File: config.mk
export PLATFORM = sky130hd
export DESIGN_NAME = fetch_unit
export DESIGN_NICKNAME = d
export VERILOG_FILES = /design/src/rtl/fetch_unit.sv
export SDC_FILE = /design/constraint.sdc
export NUM_CORES = 1
export LEC_CHECK = 0
export ABC_AREA = 1
export CAP_MARGIN = 20
export CELL_PAD_IN_SITES_DETAIL_PLACEMENT = 1
export CELL_PAD_IN_SITES_GLOBAL_PLACEMENT = 1
export CORE_MARGIN = 8
export CORE_UTILIZATION = 30
export CTS_CLUSTER_SIZE = 40
export DETAILED_ROUTE_END_ITERATION = 10
export GPL_TIMING_DRIVEN = 0
export PLACE_DENSITY = 0.79
export SLEW_MARGIN = 20
export SYNTH_ARGS = -nofsm -noshare
export SYNTH_HDL_FRONTEND = slang
export SYNTH_SLANG_ARGS = --single-unit
File: constraint.sdc
create_clock -name clk -period 2.6 [get_ports clk]
set_input_delay 0.78 -clock clk [delete_from_list [all_inputs] [get_ports clk]]
set_output_delay 0.78 -clock clk [all_outputs]
set_load 0.005 [all_outputs]
File: src/rtl/fetch_unit.sv
// rtl/fetch_unit.sv - program counter sequencer with start/run/halt control and retired-instruction counter
module fetch_unit #(
    parameter int          pc_width   = 10,
    parameter int unsigned start_addr = 0,
    parameter int          cnt_width  = 16
) (
    input  logic                 clk,
    input  logic                 reset,
    input  logic                 start,
    input  logic                 jump,
    input  logic                 branch_taken,
    input  logic [7:0]           offset,
    input  logic                 done,
    output logic [pc_width-1:0]  pc,
    output logic                 running,
    output logic                 halted,
    output logic [cnt_width-1:0] cycle_count
);

    typedef enum logic [1:0] {
        IDLE = 2'd0,
        RUN  = 2'd1,
        HALT = 2'd2
    } state_t;

    localparam logic [pc_width-1:0] start_pc = pc_width'(start_addr);

    state_t                state_q, state_d;
    logic [pc_width-1:0]   pc_q, pc_d;
    logic [cnt_width-1:0]  cnt_q, cnt_d;
    logic [pc_width-1:0]   offset_ext;
    logic [cnt_width-1:0]  cnt_sat;

    assign offset_ext = pc_width'($signed(offset));
    assign cnt_sat    = (cnt_q == '1) ? cnt_q : cnt_q + cnt_width'(1);

    always_ff @(posedge clk) begin
        if (reset) begin
            state_q <= IDLE;
            pc_q    <= start_pc;
            cnt_q   <= '0;
        end else begin
            state_q <= state_d;
            pc_q    <= pc_d;
            cnt_q   <= cnt_d;
        end
    end

    // Every RUN cycle retires one instruction, including the done instruction itself.
    always_comb begin
        state_d = state_q;
        pc_d    = pc_q;
        cnt_d   = cnt_q;
        case (state_q)
            IDLE: begin
                pc_d = start_pc;
                if (start) begin
                    state_d = RUN;
                    cnt_d   = '0;
                end
            end
            RUN: begin
                cnt_d = cnt_sat;
                if (done) begin
                    state_d = HALT;
                end else if (jump || branch_taken) begin
                    pc_d = pc_q + offset_ext;
                end else begin
                    pc_d = pc_q + pc_width'(1);
                end
            end
            HALT: begin
                if (start) begin
                    state_d = RUN;
                    pc_d    = start_pc;
                    cnt_d   = '0;
                end
            end
            default: begin
                state_d = IDLE;
                pc_d    = start_pc;
                cnt_d   = '0;
            end
        endcase
    end

    always_comb begin
        pc          = pc_q;
        cycle_count = cnt_q;
        running     = (state_q == RUN);
        halted      = (state_q == HALT);
    end

endmodule

==> run_results.csv, run 1 <==
group,metric,value,unit
clock_tree,clock_path_buffers,2,
floorplan,start_util,30.7,%
route,via_count,2034,
floorplan,coreArea,6310,um^2
floorplan,die_w,96.4,um
clock_tree,numClockSinks,28,
floorplan,row_count,29,
global_routing,globalRouteOverflowTotal,0,
synth,ys_seq_area_share,28.9,%
global_routing,use_met2,24.1,%
route,drtAntennaViolNets,0,
placement,dpl.hpwl,4790,um
synth,synth_area,1940,um^2
floorplan,die_area,9300,um^2
power_and_ir_drop,ir_drop,0.205,mV
timing,hold_viol_final,0,
finish,final_area,2620,um^2
placement,pre_cts_ws,-0.590,ns
timing,period_share,91.6,%
timing,drv_slew,0,
worst_hold_path,hold_path_startpoint,"pc[6]$_SDFFE_PP0P_",
power_and_ir_drop,p_seq_share,45.1,%
worst_hold_path,hold_path_class,"reg -> reg",
route,drc,0,
synth,synth_seq_cells,28,
timing,holdWs,0.478,ns
synth,synthTopCellsByArea,"dfxtp_1, nand2_1, nor2_1, inv_1, ha_1",
synth,syn-instance-count,296,
timing,layout_setup_ws,0.219,ns
finish,postLayoutCoreUtil,41.5,%
synth,synth.net_count,321,
global_routing,top_usage_layer,"met2",
outcome,outcome,"finished clean",
setup_path,critPathKind,"in -> reg",
clock_tree,htree_levels,1,
finish,diodes,0,
route,dr.pass1.iters,4,
global_routing,grt_max_degree,17,
route,wl_per_cell,14.2,um
run,drv_cap,0,
setup_path,critPathLaunch,"offset[0]",
power_and_ir_drop,power_density,377,nW/um^2
clock_tree,clk_pin_slew,0.11,ns
floorplan,io_pins,42,
timing,rsz0062_at_grt,"no",
synth,yosysWarnings,0,
setup_path,r2r_start,"pc[0]$_SDFFE_PP0P_",
route,wirelength,6010,um
synth,synth.avg_cell_area,6.56,um^2
timing,fmax,420,MHz
finish,layout_common_cells,"nand2_1, nor2_1, clkdlybuf4s50_1",
setup_path,required,2.79,ns
global_routing,grt_util_met3,1.08,%
finish,final_common_cell,"nand2_1",
synth,ys_types,33,
power_and_ir_drop,p_int,719,uW
setup_path,path_max_fanout,4,
setup_path,worstSetupEndpointType,"register",
global_routing,grt_pass1_vias,2203,
global_routing,grt_use_total,13.4,%
finish,area.growth.synth_to_final,35.1,%
setup_path,cp-start-kind,"input pin",
clock_tree,numCtsBuffers,3,
clock_tree,hold_buffers,0,
finish,drive_above_1_share,17.7,%
timing,skew,0.00818,ns
clock_tree,clock_latency,0.29,ns
setup_path,worst_ep_arrival_time,2.57,ns
placement,io_buffers,41,
route,avgViaCountPerCell,4.82,
global_routing,grt_antenna_before_repair,0,
synth,synth_top_area_cell,"dfxtp_1",
placement,gp_congestion,0.812,
power_and_ir_drop,p_sw_share,27.3,%
power_and_ir_drop,switchingPower,270,uW
power_and_ir_drop,power.leakage,1.13,nW
timing,max-slew-margin-rel,64.9,%
clock_tree,root_buffer,"clkbuf_8",
placement,postPlaceCellArea,2450,um^2
timing,worst_pin_slew,0.526,ns
finish,nets,371,
floorplan,die_y,96.4,um
timing,setup_viol,0,
route,drt_iter0_markers,69,
power_and_ir_drop,clkPwrFrac,37.7,%
global_routing,grt.met1_usage,16.5,%
finish,fillers,832,
timing,tns,0,ns
synth,synth_top_area_share,28.9,%
clock_tree,cts_tree,"built",
global_routing,grt_first_pass_wirelength,9920,um
timing,period_minus_slack,2.38,ns
power_and_ir_drop,pwr-share-comb,17.2,%
-- cell families (layout without fill, tap and decap cells) --
| kind of cell | after synthesis | count (layout) | synth area share [%] |
|---|---|---|---|
| xor gates and xnor gates | 2 | 2 | 0.903 |
| buffers and inverters | 46 | 95 | 9.80 |
| and+or+nand+nor | 172 | 172 | 40.7 |
| DFF | 28 | 28 | 28.9 |
| AOI/OAI and AO/OA | 37 | 37 | 12.2 |
| adders and majority gates | 11 | 11 | 7.48 |
-- metal layers --
layer	vias up	share of wire [%]
met1	966	46
met5	-	0
li1	1039	-
met4	0	0.88
met2	25	50
met3	4	2.7
-- state kept, by name, summed over array words and instances, names as in the netlist --
| name | flops |
|---|---|
| pc | 10 |
| state_q | 2 |
| cycle_count | 16 |
-- synthesized netlist by cell type (all sizes together) --
cell    count
buf         2
a21oi      18
o21ai      12
ha         10
dfxtp      28
o31ai       1
or2         3
nand2      87
a22o        1
a21o        1
nor3        8
clkinv      1
inv        43
nand4       6
nand3b      1
xor2        2
a21boi      1
nor2       48
o21bai      2
o22ai       1
nand3      19
fa          1
-- worst paths after layout --
kind                                      endpoint  slack, ns  cells after the start
worst max-delay path            pc[8]$_SDFFE_PP0P_       0.22                     12
worst min-delay path            pc[6]$_SDFFE_PP0P_       0.48                      2
worst max register to register  pc[8]$_SDFFE_PP0P_       0.84                     10
worst min register to register  pc[6]$_SDFFE_PP0P_       0.48                      2
-- critical path, stage by stage --
cell and delay (ns):
clkdlybuf4s50_1 0.46, or2_4 0.12, ha_4 0.12, inv_2 0.04, fa_2 0.38, nand3b_1 0.18, nand2_2 0.13, nand2_1 0.06
nand2_1 0.08, a21oi_1 0.07, o21ai_1 0.08, nand2_1 0.06
-- stage by stage --
stage	power [mW]	std cells
after global routing	1.04	422
after detailed placement	0.617	414
after CTS	0.991	420
after global placement	0.612	414
final	0.989	422
after floorplan	0.550	296
-- power groups by stage --
stage	clock network, mW	registers, mW	logic [mW]
floorplan	0	0.455	0.0948
CTS	0.380	0.447	0.164
detailed placement	0	0.456	0.161
global route	0.399	0.449	0.190
global placement	0	0.456	0.156
finish	0.373	0.447	0.170
-- final cells by class --
type	instances	area (um^2)	share of cell area [%]
clock inverters	1	30.0	1.15
well taps	77	96.3	3.68
flip-flops and latches	28	561	21.4
multi-input cells	222	1260	48.0
inverters	44	165	6.30
plain buffers	2	25.0	0.955
clock buffers	3	41.3	1.58
repair buffers	45	445	17.0
-- timing repair --
| item | in CTS | in global routing |
|---|---|---|
| pin swaps | 1 | 7 |
| gates cloned | 0 | 0 |
| setup buffers | 2 | 2 |
| resized for setup | 5 | 21 |
| setup endpoints to repair | 5 | 6 |
Power figures use the tool's default switching activity.
==> inputs of run 2 (changes only) <==
--- a/config.mk
+++ b/config.mk
@@ -11,7 +11,7 @@
 export CELL_PAD_IN_SITES_GLOBAL_PLACEMENT = 1
 export CORE_MARGIN = 8
 export CORE_UTILIZATION = 30
-export CTS_CLUSTER_SIZE = 40
+export CTS_CLUSTER_SIZE = 30
 export DETAILED_ROUTE_END_ITERATION = 10
 export GPL_TIMING_DRIVEN = 0
 export PLACE_DENSITY = 0.79
==> results of run 2 <==
No change in the layout: final DEF, timing and power equal those of run 1.
==> inputs of run 3 (changes only) <==
--- a/config.mk
+++ b/config.mk
@@ -6,6 +6,7 @@
 export NUM_CORES = 1
 export LEC_CHECK = 0
 export ABC_AREA = 1
+export ABC_CLOCK_PERIOD_IN_PS = 2600
 export CAP_MARGIN = 20
 export CELL_PAD_IN_SITES_DETAIL_PLACEMENT = 1
 export CELL_PAD_IN_SITES_GLOBAL_PLACEMENT = 1
==> results of run 3 <==
No change in the layout: final DEF, timing and power equal those of run 1.
